`config.mk`:
```
export PLATFORM = sky130hd
export DESIGN_NAME = freq_divider_prog
export DESIGN_NICKNAME = d
export VERILOG_FILES = /design/src/rtl/freq_div_pkg.sv /design/src/rtl/freq_div_channel.sv /design/src/rtl/freq_divider_prog.sv
export SDC_FILE = /design/constraint.sdc
export NUM_CORES = 1
export LEC_CHECK = 0
export CORE_UTILIZATION = 38
export DETAILED_ROUTE_END_ITERATION = 12
export GPL_TIMING_DRIVEN = 0
export SLEW_MARGIN = 0
export SYNTH_ARGS = -nofsm -noshare
export SYNTH_HDL_FRONTEND = slang
export SYNTH_SLANG_ARGS = --single-unit
```
`constraint.sdc`:
```
create_clock -name clk -period 11.2 [get_ports clk]
set_input_delay 2.24 -clock clk [delete_from_list [all_inputs] [get_ports clk]]
set_output_delay 2.24 -clock clk [all_outputs]
set_load 0.02 [all_outputs]
```
`src/rtl/freq_div_pkg.sv`:
```
// Shared definitions for the programmable clock divider: default sizing
// and the high-phase length of a divided period.
package freq_div_pkg;

    localparam int CNT_W_DEF       = 8;
    localparam int DEFAULT_DIV_DEF = 4;
    localparam int FN_W            = 32;

    // High phase of an N-cycle period is ceil(N/2); zero for a disabled channel.
    function automatic logic [FN_W-1:0] high_len(input logic [FN_W-1:0] n);
        return n - (n >> 1);
    endfunction

endpackage

```
`src/rtl/freq_div_channel.sv`:
```
// One divider channel: phase counter, active/shadow ratio pair and
// registered clock level / tick outputs.
module freq_div_channel
    import freq_div_pkg::*;
#(
    parameter int CNT_W       = CNT_W_DEF,
    parameter int DEFAULT_DIV = DEFAULT_DIV_DEF
) (
    input  logic             clk,
    input  logic             rst_n,
    input  logic             start,
    input  logic             load,
    input  logic [CNT_W-1:0] ratio,
    output logic             clk_out,
    output logic             tick,
    output logic [CNT_W-1:0] count,
    output logic             pending
);

    logic [CNT_W-1:0] active_q, active_d;
    logic [CNT_W-1:0] shadow_q, shadow_d;
    logic [CNT_W-1:0] cnt_p1, cnt_d;
    logic             clk_p1, clk_d;
    logic             tick_p1, tick_d;
    logic             pend_q, pend_d;
    logic             run_q, run_d;
    logic             wrap;
    logic [CNT_W-1:0] n_eff;
    logic [FN_W-1:0]  h_full;

    always_comb begin
        active_d = active_q;
        shadow_d = shadow_q;
        pend_d   = pend_q;
        cnt_d    = '0;
        clk_d    = 1'b0;
        tick_d   = 1'b0;
        run_d    = 1'b0;
        wrap     = 1'b0;
        n_eff    = active_q;
        h_full   = '0;

        if (active_q == '0) begin
            pend_d = 1'b0;
            if (load) active_d = ratio;
        end else if (!start) begin
            // A stop is also a period boundary for any queued ratio.
            pend_d = 1'b0;
            if (load)        active_d = ratio;
            else if (pend_q) active_d = shadow_q;
        end else begin
            wrap = !run_q || (cnt_q_is_last());
            if (wrap) begin
                n_eff    = load ? ratio : (pend_q ? shadow_q : active_q);
                active_d = n_eff;
                pend_d   = 1'b0;
            end else begin
                cnt_d = cnt_p1 + 1'b1;
                if (load) begin
                    shadow_d = ratio;
                    pend_d   = 1'b1;
                end
            end
            // A zero ratio applied at the wrap disables the channel from here.
            run_d  = (n_eff != '0);
            h_full = high_len(FN_W'(n_eff));
            clk_d  = (FN_W'(cnt_d) < h_full);
            tick_d = run_d && (cnt_d == n_eff - 1'b1);
        end
    end

    function automatic logic cnt_q_is_last();
        return cnt_p1 == active_q - 1'b1;
    endfunction

    // ---- output / state register stage ----
    always_ff @(posedge clk or negedge rst_n) begin
        if (!rst_n) begin
            active_q <= CNT_W'(DEFAULT_DIV);
            shadow_q <= CNT_W'(DEFAULT_DIV);
            cnt_p1   <= '0;
            clk_p1   <= 1'b0;
            tick_p1  <= 1'b0;
            pend_q   <= 1'b0;
            run_q    <= 1'b0;
        end else begin
            active_q <= active_d;
            shadow_q <= shadow_d;
            cnt_p1   <= cnt_d;
            clk_p1   <= clk_d;
            tick_p1  <= tick_d;
            pend_q   <= pend_d;
            run_q    <= run_d;
        end
    end

    assign clk_out = clk_p1;
    assign tick    = tick_p1;
    assign count   = cnt_p1;
    assign pending = pend_q;

endmodule

```
`src/rtl/freq_divider_prog.sv`:
```
// Multi-channel programmable clock divider: independent channels,
// each with its own ratio bus slice, enable and load strobe.
module freq_divider_prog
    import freq_div_pkg::*;
#(
    parameter int NUM_CH      = 2,
    parameter int CNT_W       = CNT_W_DEF,
    parameter int DEFAULT_DIV = DEFAULT_DIV_DEF
) (
    input  logic                    clk,
    input  logic                    rst_n,
    input  logic [NUM_CH-1:0]       start,
    input  logic [NUM_CH-1:0]       ratio_load,
    input  logic [NUM_CH*CNT_W-1:0] div_ratio,
    output logic [NUM_CH-1:0]       clk_out,
    output logic [NUM_CH-1:0]       tick,
    output logic [NUM_CH*CNT_W-1:0] count,
    output logic [NUM_CH-1:0]       pending
);

    for (genvar gi = 0; gi < NUM_CH; gi++) begin : g_ch
        freq_div_channel #(
            .CNT_W       (CNT_W),
            .DEFAULT_DIV (DEFAULT_DIV)
        ) u_ch (
            .clk     (clk),
            .rst_n   (rst_n),
            .start   (start[gi]),
            .load    (ratio_load[gi]),
            .ratio   (div_ratio[gi*CNT_W +: CNT_W]),
            .clk_out (clk_out[gi]),
            .tick    (tick[gi]),
            .count   (count[gi*CNT_W +: CNT_W]),
            .pending (pending[gi])
        );
    end

endmodule

```
## Yosys cells after proc, flatten, opt, wreduce, memory -nomap -nowiden

Cells that the tools add are included.

- Bits in registers: 56
- Input bits: 22
- Output and inout bits: 22

- Add/sub/neg operators: 8
- Magnitude comparators: 2
- Equality and inequality tests: 8
- Multiplexer cells: 46
- Bitwise operators: 4
- Reduce and logical (&&, ||, !) cells: 12

Operators by type and width:

| kind | count |
|---|---|
| 8-bit two-way mux | 26 |
| 8-bit by 32-bit less-than comparator with 1-bit output | 2 |
| 8-bit == test | 4 |
| 8-bit by 1-bit subtractor with 8-bit output (second input constant) | 4 |
| 1-bit two-way mux | 20 |
| 8-bit by 7-bit subtractor with 9-bit output | 2 |
| 8-bit by 1-bit adder with 8-bit output (second input constant) | 2 |
| 8-bit zero test | 2 |
| 8-bit nonzero test | 2 |
| 4-bit by 1-bit != test with 1-bit output (second input constant) | 2 |
| 4-bit AND reduction | 2 |
| 2-bit != test (second input constant) | 2 |
| 1-bit inverter | 4 |
| 1-bit logical AND | 2 |
| 1-bit zero test | 2 |
| 1-bit logical OR | 2 |

## Logic depth before layout (Yosys ltp)

Gate-level depths: netlist of the first run.

- Depth after elaboration: 11
- Mapped depth: 28

## Modules after synthesis

Synthesis of the first run repeated with hierarchy kept, for this count alone.

- Cells, all modules: 619
- Area, all modules: 5,514.0 um2

Modules (own cells, without submodules):

| module | instances | cells an instance | area each (um2) | sequential area each (um2) |
|---|---|---|---|---|
| freq_div_channel (g_ch[0].u_ch) | 1 | 314 | 2,761.4 | 703.2 |
| freq_div_channel (g_ch[1].u_ch) | 1 | 305 | 2,752.6 | 703.2 |

## Least setup slack after synthesis of the first run

No wires, ideal clock.

- Path type: input -> register
- Start: input port ratio_load[0]
- End: register g_ch[0].u_ch.clk_p1
- Library setup time: 0.082 ns
- Arrival time: 6.140 ns
- Slack: 4.978 ns
- Cell stages on the path: 19
- Buffers on the path: 2
- Path through: clkbuf_1 -> buf_1 -> nand2_1 -> o21ai_0 -> mux2i_1 -> inv_1 -> ha_1 -> inv_1 -> fa_1 -> maj3_1 -> mux2_2 -> nand2_1 -> mux2i_1 -> o41ai_2 -> xnor2_1 -> ha_1 -> a2111oi_0 -> a21oi_1 -> a31oi_1

- Longest elaborated chain between the ends: 8

Ends and longest elaborated chain:

| element | RTL line | source |
|---|---|---|
| from (decl) | freq_divider_prog.sv:13 | `input logic [NUM_CH-1:0] ratio_load,` |
| 8-bit two-way mux | freq_div_channel.sv:54 | `n_eff = load ? ratio : (pend_q ? shadow_q : active_q);` |
| 8-bit two-way mux | freq_div_channel.sv:53 | `if (wrap) begin` |
| 8-bit two-way mux | freq_div_channel.sv:46 | `end else if (!start) begin` |
| 8-bit two-way mux | freq_div_channel.sv:43 | `if (active_q == '0) begin` |
| 8-bit by 7-bit subtractor with 9-bit output | freq_div_pkg.sv:11 | `return n - (n >> 1);` |
| 8-bit by 32-bit less-than comparator with 1-bit output | freq_div_channel.sv:67 | `clk_d = (FN_W'(cnt_d) < h_full);` |
| 1-bit two-way mux | freq_div_channel.sv:46 |  |
| 1-bit two-way mux | freq_div_channel.sv:43 |  |
| net g_ch[0].u_ch.clk_d | freq_div_channel.sv:23 | `logic clk_p1, clk_d;` |
| to (signal assigned) | freq_div_channel.sv:90 | `clk_p1 <= clk_d;` |
| to (decl) | freq_div_channel.sv:23 |  |

The timed path passes the listed nets, and every way through them passes these cells. The select of a mux whose other input is x is not followed.
A chain may end at the register's enable or synchronous reset.

## Final worst setup path of the first run

Ends and elaborated chain as after synthesis.

==> reports/metrics.cfg, run 1 <==
[floorplan]
initial_core_util_pct = 38.9
die_x_um = 124
ios = 44
die_area_um2 = 15300
rows = 44
die_h_um = 124
coreArea_um2 = 14500

[cts]
post_cts_buffers = 0
cts_root_buffer = clkbuf_16
clkSinkCount = 56
path_clk_slew_ns = 0.09
cts_tree = yes
cts_hold_buf = 0
htreeDepth = 2
insertion_delay_ns = 0.31
cts_resized = 0
clockBufferDepth = 2
cts_buffers = 5

[yosys]
synth_top_area_share_pct = 23.1
synth_top_family_by_area = compound AO/OA/AOI/OAI gates
yosysMostFrequentCell = nor2_1
synth_compound_area_share_pct = 18.6
post_synth_and_or_nand_nor_area_fraction_pct = 16.9
ys.flop_type = dfrtp_1
syn_area_per_cell_um2 = 8.58
synth_common_cells = nor2_1, dfrtp_1, ha_1
ys_seq_area_share_pct = 25.0
synth_seq_cells = 56
synth_xor_area_share_pct = 10.7
synth_top_cell_by_area = dfrtp_1
synth-edff-count = 0
synthMuxAreaShare_pct = 9.58
synthAdderAreaFrac_pct = 12.9
ys_types = 70
synth_cells = 656
synth.area.top_cells = dfrtp_1, ha_1, xnor2_1, mux2i_1, nor2_1
syn_nets = 730
syn-cell-area_um2 = 5630
yosysWarnings = 0
synthArstFlopShare_pct = 100

[power]
vdd_drop_max_uv = 61.1
leakagePower_nw = 2.83
power.density_nw_per_um2 = 133

[drt]
drtIter0Drc = 395
drc = 0
vias_per_cell = 5.64
num_vias = 5022
dr.pass1.iters = 5
post_drt_wl_per_cell_um = 17.8
drtAntennaViolNets = 0
wirelength_mm = 15.9

[final_layout]
nets = 779
antenna-diode-count = 0
n_fill_cell = 1428
stdcell_area_um2 = 6430
areaGrowthSynthToFinish_pct = 14.3
drive_gt1_share_pct = 10.9

[setup_path]
critical_path_class = in2reg
required_ns = 11.43
cp-end-kind = flip-flop
cp.arrival_ns = 7.16
path_max_fanout = 10
crit_path_start_kind = primary input

[place]
dpl_cell_area_um2 = 6280
dp_hpwl_mm = 12.4
pre_cts_ws_ns = 4.07
io_buffers = 41
globalplace.congestion = 0.904

[flow_run]
drv_cap = 0

[sta]
clock.fmax_mhz = 144
rsz0062_at_grt = false
relSlewSlack_pct = 43.6
fin_crit_sh_pct = 61.9
drv_slew = 0
tightest_slew_ns = 0.843
tns_ns = 0
hold_violations = 0
hold_ws_ns = 0.512
period_minus_slack_ns = 6.93
clock_skew_ns = 0.00985
setup_ws_ns = 4.27
setup_violations = 0

[global_routing]
first_global_vias = 4703
antenna_found_initial = 0
grt_pass1_wl_mm = 25.2
grt-ovfl-total = 0
grt_usage_pct = 21.6
grt_max_degree = 32

[worst_hold_path]
hp-class = reg2reg

[status]
status = finished, final reports clean

## layout by cell type (no fill, tap or decap), types with 6 or more instances in the layout
cell type,count
a21oi_1,34
and3_1,10
buf_2,13
buf_4,10
clkbuf_1,14
clkdlybuf4s50_1,40
dfrtp_1,52
ha_1,50
inv_1,40
maj3_1,6
mux2_2,22
mux2i_1,28
nand2_1,45
nand3_1,27
nand3b_1,6
nor2_1,70
nor3_1,10
o211ai_1,7
o21a_1,9
o21ai_0,37
o221ai_1,8
xnor2_1,36
xor2_1,26
## layout make-up
cell class                 instances  area, um^2  share of cell area (%)
buffer                            38         203                    3.15
tap                              184         230                    3.58
multi-input combinational        522        3870                    60.1
timing repair buffer              42         425                    6.61
clock buffer                       5         125                    1.94
clock inverter                     3        26.3                   0.408
inverter                          40         150                    2.33
sequential                        56        1410                    21.9
## state kept, by name, indices dropped and copies added (netlist names)
signal and cells:
g_ch.u_ch.pending 2, g_ch.u_ch.count 16, g_ch.u_ch.shadow_q 16, g_ch.u_ch.active_q 16, g_ch.u_ch.clk_out 2, g_ch.u_ch.tick 2, g_ch.u_ch.run_q 2
## cell families (layout without fill, tap and decap cells)
kind of cell,Yosys count,count (layout)
simple gates,199,199
compound gates,149,149
buf+inv,78,128
xor+xnor,65,65
fa+ha+maj,58,58
flops,56,56
mux,51,51
## final timing paths
path	startpoint	end	slack, ns	depth (start not counted)
worst min-delay path	g_ch[0].u_ch.shadow_q[0]$_DFFE_PN0P_	g_ch[0].u_ch.shadow_q[0]$_DFFE_PN0P_	0.51	1
worst max register to register	g_ch[0].u_ch.active_q[3]$_DFFE_PN0P_	g_ch[0].u_ch.clk_out$_DFF_PN0_	4.53	20
worst max-delay path	ratio_load[0]	g_ch[0].u_ch.clk_out$_DFF_PN0_	4.27	19
worst min register to register	g_ch[0].u_ch.shadow_q[0]$_DFFE_PN0P_	g_ch[0].u_ch.shadow_q[0]$_DFFE_PN0P_	0.51	1
min in group asynchronous	rst_n	g_ch[0].u_ch.run_q$_DFF_PN0_	1.94	1
max in group asynchronous	rst_n	g_ch[1].u_ch.shadow_q[2]$_DFFE_PN1P_	8.57	2
## metrics by stage
step,cells,utilization [%],power [mW]
after floorplan,656,-,0.576
after global placement,881,43.3,0.673
after detailed placement,882,43.4,0.683
after CTS,890,44.4,0.856
after global routing,890,44.4,0.916
final,890,44.4,0.856
## report_power, final
| group | switching [mW] | internal (mW) |
|---|---|---|
| combinational | 0.249 | 0.187 |
| clock | 0.0854 | 0.0850 |
| sequential | 0.0207 | 0.229 |
## routing by layer
layer	track usage (%)	wire length (um)	vias up	share of wire, %
li1	-	-	2420	-
met3	2.01	903	26	5.7
met4	7.08	363	0	2.3
met1	30.8	7540	2404	48
met5	0	0	-	0
met2	34.0	7050	172	44
## critical path, stage by stage
cell and delay (ns):
clkbuf_1 0.33, buf_1 0.46, nand2_1 0.14, o21ai_0 0.19
mux2i_1 0.24, inv_1 0.17, ha_1 0.18, inv_1 0.06
fa_1 0.49, maj3_1 0.38, mux2_2 0.30, nand2_1 0.08
mux2i_1 0.11, o41ai_2 0.32, xnor2_1 0.19, ha_1 0.28
a2111oi_0 0.65, a21oi_1 0.16, a31oi_1 0.20
(Power assumes the default switching activity.)
==> run 2: changes to the inputs <==
- clock period: 11.2 -> 6.72 ns (I/O delays scaled with it)
==> run 2 against run 1 <==
- first-iteration DRC count up 10%
- sequential share of layout area is 0.12 points lower
- via count up 0.74%
- non-clock buffer count up 4
- global-route usage unchanged
- power rose by 67%
- count of clock-buffer cells in the layout is the same
- combinational power grew 68%
- cell area grew 0.56%
- die area unchanged
- critical path type is now reg2reg
==> reports/metrics.cfg, run 2 (same netlist as run 1, synthesis figures left out) <==
[setup_path]
crit_path_start_kind = flip-flop
crit_slowest_cell = a2111oi_0
r2r_end = g_ch[0].u_ch.clk_out$_DFF_PN0_
ff2ff_path_depth = 22  ; +10%
crit_path_cell_trace = buf_4 > inv_1 > ha_1 > xor2_1 > a211oi_2 > o211ai_2 > o41ai_4 > buf_2 > buf_4 > mux2i_1 > inv_1 > fa_1 > maj3_1 > mux2_2 > nand2_1 > mux2i_1 > o41ai_2 > xnor2_1 > ha_1 > a2111oi_0 > a21oi_1 > a31oi_1
path_max_fanout = 10  ; unchanged
r2r_slack_ns = 0.55  ; -3.98 ns
crit_start = g_ch[0].u_ch.active_q[0]$_DFFE_PN0P_
cp.arrival_ns = 6.40  ; -0.76 ns
critPathMaxStageDelay_ns = 0.65  ; about the same
crit_end = g_ch[0].u_ch.clk_out$_DFF_PN0_
critical_path_class = reg2reg
required_ns = 6.95  ; -4.48 ns
cp-end-kind = flip-flop
reg2reg_from = g_ch[0].u_ch.active_q[0]$_DFFE_PN0P_

[final_layout]
final_common_cell = nor2_1
antenna-diode-count = 0  ; unchanged
drive_gt1_share_pct = 11.5  ; +0.64 points
stdcell_area_um2 = 6470  ; +0.56%
nets = 783  ; +0.51%
final_cell_mix = nor2_1, dfrtp_1, ha_1
areaGrowthSynthToFinish_pct = 15.0

[floorplan]
die_h_um = 124  ; unchanged
die_area_um2 = 15300  ; unchanged
coreArea_um2 = 14500  ; unchanged
die_x_um = 124  ; unchanged
initial_core_util_pct = 38.9  ; unchanged
ios = 44  ; unchanged
rows = 44  ; unchanged

[drt]
drtIter0Drc = 435  ; +10%
dr.pass1.iters = 5  ; unchanged
wirelength_mm = 15.8  ; about the same
post_drt_wl_per_cell_um = 17.7  ; -0.53%
vias_per_cell = 5.66  ; +0.29%
num_vias = 5059  ; +0.74%
drtAntennaViolNets = 0  ; unchanged
drc = 0  ; unchanged

[cts]
cts_buffers = 5  ; unchanged
cts_root_buffer = clkbuf_16
clockBufferDepth = 2  ; unchanged
insertion_delay_ns = 0.31  ; about the same
cts_tree = yes
htreeDepth = 2  ; unchanged
cts_hold_buf = 0  ; unchanged
clkSinkCount = 56  ; unchanged
path_clk_slew_ns = 0.09  ; about the same

[global_routing]
grt_usage_pct = 21.6  ; unchanged
grt_max_degree = 32  ; unchanged
grt-ovfl-total = 0  ; unchanged
first_global_vias = 4703  ; unchanged
antenna_found_initial = 0  ; unchanged
grt_pass1_wl_mm = 25.2  ; unchanged

[power]
power.density_nw_per_um2 = 221  ; +66%
leakagePower_nw = 2.85  ; +0.59%
vdd_drop_max_uv = 102  ; +67%

[place]
dpl_cell_area_um2 = 6280  ; unchanged
globalplace.congestion = 0.904  ; unchanged
dp_hpwl_mm = 12.4  ; unchanged
io_buffers = 41  ; unchanged

[sta]
setup_violations = 0  ; unchanged
drv_slew = 0  ; unchanged
hold_violations = 0  ; unchanged
period_minus_slack_ns = 6.17
tns_ns = 0  ; unchanged
clock_skew_ns = 0.00965  ; -0.000203 ns
clock.fmax_mhz = 162
relSlewSlack_pct = 40.6  ; -2.9 points
fin_crit_sh_pct = 91.7
rsz0062_at_grt = false
tightest_slew_ns = 0.887  ; +0.0440 ns

[status]
status = finished, final reports clean

[worst_hold_path]
hp-class = reg2reg

[flow_run]
drv_cap = 0  ; unchanged

==> run 2: final cells by class <==
| class | instances | area (um^2) |
|---|---|---|
| fillers | 1425 | 8010 |
| multi-input cells | 522 | 3870 |
| flip-flops and latches | 56 | 1410 |
| repair buffers | 46 | 455 |
| well taps | 184 | 230 |
| plain buffers | 38 | 203 |
| inverters | 40 | 150 |
| clock buffers | 5 | 125 |
| clock inverters | 3 | 26.3 |
==> run 2: what timing repair did <==
action,CTS,global route
endpoints found under the hold margin,0,0
resized for setup,0,1
setup endpoints to repair,0,1
setup buffers,0,4
==> run 2: worst max-delay path: cells and delay by family, from the launching register on <==
| family | cells | cell delay [ns] |
|---|---|---|
| DFF | 1 | 0.33 |
| buffers and inverters | 5 | 0.92 |
| xor gates and xnor gates | 2 | 0.39 |
| and+or+nand+nor | 1 | 0.08 |
| AOI/OAI and AO/OA | 7 | 2.09 |
| adders and majority gates | 4 | 1.48 |
| muxes | 3 | 0.80 |
==> run 2: routing by layer <==
layer  track usage [%]  part of all wire, %
met1              30.8                   48
met2              34.0                   45
met3              2.01                  5.3
met4              7.08                  1.9
met5                 0                    0
==> run 2: through the flow <==
step           power (mW)  hold WS (ns)  setup slack (ns)  instances  util (%)
2_1_floorplan       0.961         0.479              1.20        656         -
3_3_place_gp         1.12         0.488             0.375        881      43.3
3_5_place_dp         1.14         0.498             0.216        882      43.4
4_1_cts              1.43         0.513             0.162        890      44.4
5_1_grt              1.53         0.532             0.267        894      44.7
6_report             1.43         0.511             0.555        894      44.7
==> run 2: worst min-delay path by stage <==
stage                                               from                                   end  depth (start not counted)
global placement    g_ch[1].u_ch.shadow_q[5]$_DFFE_PN0P_  g_ch[1].u_ch.shadow_q[5]$_DFFE_PN0P_                          1
detailed placement  g_ch[1].u_ch.shadow_q[0]$_DFFE_PN0P_  g_ch[1].u_ch.shadow_q[0]$_DFFE_PN0P_                          1
global route        g_ch[1].u_ch.shadow_q[6]$_DFFE_PN0P_  g_ch[1].u_ch.shadow_q[6]$_DFFE_PN0P_                          1
CTS                 g_ch[1].u_ch.shadow_q[0]$_DFFE_PN0P_  g_ch[1].u_ch.shadow_q[0]$_DFFE_PN0P_                          1
finish              g_ch[0].u_ch.shadow_q[0]$_DFFE_PN0P_  g_ch[0].u_ch.shadow_q[0]$_DFFE_PN0P_                          1
floorplan           g_ch[0].u_ch.shadow_q[0]$_DFFE_PN0P_  g_ch[0].u_ch.shadow_q[0]$_DFFE_PN0P_                          1
==> run 2: power by group <==
part           switching, mW  internal (mW)  leakage [nW]  total (mW)
sequential            0.0348          0.381         0.696       0.416
combinational          0.416          0.315          2.08       0.731
clock                  0.142          0.142        0.0744       0.284
total                  0.593          0.838          2.85        1.43
==> run 3: changes to the inputs <==
- CELL_PAD_IN_SITES_DETAIL_PLACEMENT: unset -> 0
- CELL_PAD_IN_SITES_GLOBAL_PLACEMENT: unset -> 2
- CORE_UTILIZATION: 38 -> 37
- PLACE_DENSITY_LB_ADDON: unset -> 0.1
- clock period: 6.72 -> 6.5 ns (I/O delays scaled with it)
==> run 3 against run 2 <==
- worst hold slack lost 0.0031 ns
- die area is 2.7% higher
- worst setup slack worse by 0.13 ns
- non-clock buffer count shrank 4
- clock power is 17% higher
- sequential share of layout area is 0.059 points higher
- routed wire length is 5.5% higher
- cell count shrank 0.45%
- the run now ends with design-rule violations left
==> reports/metrics.cfg, run 3 (same netlist as run 1, synthesis figures left out) <==
[status]
status = finished with violations
violations = design-rule violations

[sta]
tightest_slew_ns = 0.916  ; +0.0285 ns
period_minus_slack_ns = 6.08  ; -0.0870 ns
clock_skew_ns = 0.00932  ; -0.000329 ns
drv_slew = 0  ; unchanged
setup_violations = 0  ; unchanged
hold_violations = 0  ; unchanged
fin_crit_sh_pct = 93.5  ; +1.8 points
clock.fmax_mhz = 165  ; +1.4%
setup_ws_ns = 0.422  ; -0.133 ns
relSlewSlack_pct = 38.3  ; -2.3 points
hold_ws_ns = 0.508  ; -0.00308 ns
tns_ns = 0  ; unchanged
rsz0062_at_grt = false

[setup_path]
crit_path_start_kind = flip-flop
required_ns = 6.73  ; -0.22 ns
critical_path_class = reg2reg
critPathMaxStageDelay_ns = 0.57  ; -0.08 ns
crit_slowest_cell = fa_1
crit_path_cell_trace = buf_2 > nor4_2 > nand3b_1 > xnor2_1 > o41ai_4 > buf_2 > buf_4 > mux2i_1 > inv_1 > fa_1 > maj3_1 > mux2_2 > nand2_1 > mux2i_1 > o41ai_2 > xnor2_1 > ha_1 > a2111oi_1 > a21oi_1 > a31oi_1
critical-path-top-delay-family = compound AO/OA/AOI/OAI gates
critPathBufInv = 4  ; -1
path_max_fanout = 10  ; unchanged
cp.arrival_ns = 6.31  ; -0.09 ns
cp-end-kind = flip-flop

[drt]
dr_wl_met3_mm = 1.07  ; +27%
drc = 8  ; +8
wirelength_mm = 16.7  ; +5.5%
num_vias = 4970  ; -1.8%
drtAntennaViolNets = 0  ; unchanged
dr.pass1.iters = 11  ; +6
dr_wl_met2_mm = 6.50  ; -8.3%
vias_per_cell = 5.58  ; -1.3%
post_drt_wl_per_cell_um = 18.8  ; +6.0%
dr.max_layer_used = met4
drt-met1-wl_mm = 9.01  ; +18%
drtIter0Drc = 319  ; -27%

[cts]
clkSinkCount = 56  ; unchanged
cts_root_buffer = clkbuf_16
htreeDepth = 2  ; unchanged
clockBufferDepth = 2  ; unchanged
path_clk_slew_ns = 0.08  ; about the same
cts_hold_buf = 0  ; unchanged
cts_buffers = 5  ; unchanged
cts_tree = yes
insertion_delay_ns = 0.31  ; about the same

[flow_run]
drv_cap = 0  ; unchanged

[floorplan]
die_h_um = 125  ; +1.3%
ios = 44  ; unchanged
rows = 44  ; unchanged
die_x_um = 125  ; +1.3%
coreArea_um2 = 14700  ; +1.5%
initial_core_util_pct = 38.3  ; -0.58 points
die_area_um2 = 15700  ; +2.7%

[place]
dp.cells = 881  ; -0.11%
io_buffers = 41  ; unchanged
globalplace.congestion = 0.865  ; -4.3%
dpl_cell_area_um2 = 6270  ; -0.28%
dp_hpwl_mm = 12.8  ; +2.7%
pre_cts_ws_ns = -0.377  ; -0.593 ns

[power]
switching_share_pct = 41.1  ; -0.35 points
power.density_nw_per_um2 = 238  ; +7.4%
vdd_drop_max_uv = 165  ; +62%
total_power_mw = 1.53  ; +7.1%
p_int_mw = 0.903  ; +7.8%
switchingPower_mw = 0.630  ; +6.2%
sequentialPowerShare_pct = 28.0  ; -1.1 points
p_clk_share_pct = 21.7  ; +1.9 points
leakagePower_nw = 2.83  ; -0.46%
combPwrFrac_pct = 50.3  ; -0.8 points

[final_layout]
final_cell_mix = nor2_1, dfrtp_1, ha_1
stdcell_area_um2 = 6450  ; -0.27%
fin_util_pct = 43.9  ; -0.79 points
drive_gt1_share_pct = 11.0  ; -0.50 points
antenna-diode-count = 0  ; unchanged
n_fill_cell = 1506  ; +5.7%
fin_cells = 890  ; -0.45%
final_common_cell = nor2_1
nets = 779  ; -0.51%
areaGrowthSynthToFinish_pct = 14.7

[global_routing]
antenna_found_initial = 0  ; unchanged
first_global_vias = 4684  ; -0.40%
grt_usage_pct = 21.9  ; +0.32 points
grt-ovfl-total = 0  ; unchanged
grt_pass1_wl_mm = 26.7  ; +6.0%
grt_max_degree = 57  ; +78%

[worst_hold_path]
hp-class = reg2reg

[run 3: cell count changes in the layout (fill, tap and decap cells not counted), sizes merged]
cell	delta
buf	-4
bufinv	+1
inv	-1
[run 3: what timing repair did]
action,CTS,global route
setup buffers,1,0
gates resized for setup,2,0
setup endpoints to repair,1,0
[run 3: area by class of cell]
| type | count | area [um^2] | area share (%) |
|---|---|---|---|
| sequential | 56 | 1410 | 21.8 |
| inverter | 40 | 150 | 2.33 |
| clock inverter | 3 | 47.5 | 0.737 |
| multi-input combinational | 522 | 3880 | 60.1 |
| buffer | 38 | 203 | 3.14 |
| timing repair buffer | 42 | 415 | 6.44 |
| clock buffer | 5 | 125 | 1.94 |
| tap | 184 | 230 | 3.57 |
[run 3: routing by layer]
| layer | vias up | global-route usage [%] |
|---|---|---|
| met5 | - | 0 |
| met4 | 0 | 3.87 |
| met3 | 10 | 3.59 |
| met2 | 147 | 29.9 |
| met1 | 2402 | 35.4 |
| li1 | 2411 | - |
[run 3: path summary, 6_finish.rpt]
check	slack (ns)	to	cells after the start	from
worst max-delay path	0.42	g_ch[0].u_ch.clk_out$_DFF_PN0_	20	g_ch[0].u_ch.active_q[3]$_DFFE_PN0P_
worst min-delay path	0.51	g_ch[1].u_ch.shadow_q[6]$_DFFE_PN0P_	1	g_ch[1].u_ch.shadow_q[6]$_DFFE_PN0P_
worst max register to register	0.42	g_ch[0].u_ch.clk_out$_DFF_PN0_	20	g_ch[0].u_ch.active_q[3]$_DFFE_PN0P_
worst min register to register	0.51	g_ch[1].u_ch.shadow_q[6]$_DFFE_PN0P_	1	g_ch[1].u_ch.shadow_q[6]$_DFFE_PN0P_
max in group asynchronous	4.91	g_ch[1].u_ch.active_q[5]$_DFFE_PN0P_	1	rst_n
min in group asynchronous	1.05	g_ch[1].u_ch.count[3]$_DFF_PN0_	1	rst_n
[run 3: power groups by stage]
| stage | combinational [mW] | clock [mW] | sequential [mW] |
|---|---|---|---|
| after CTS | 0.766 | 0.345 | 0.429 |
| after global placement | 0.749 | 0 | 0.434 |
| after floorplan | 0.569 | 0 | 0.424 |
| after detailed placement | 0.758 | 0 | 0.436 |
| after global routing | 0.857 | 0.355 | 0.436 |
| final | 0.772 | 0.332 | 0.429 |
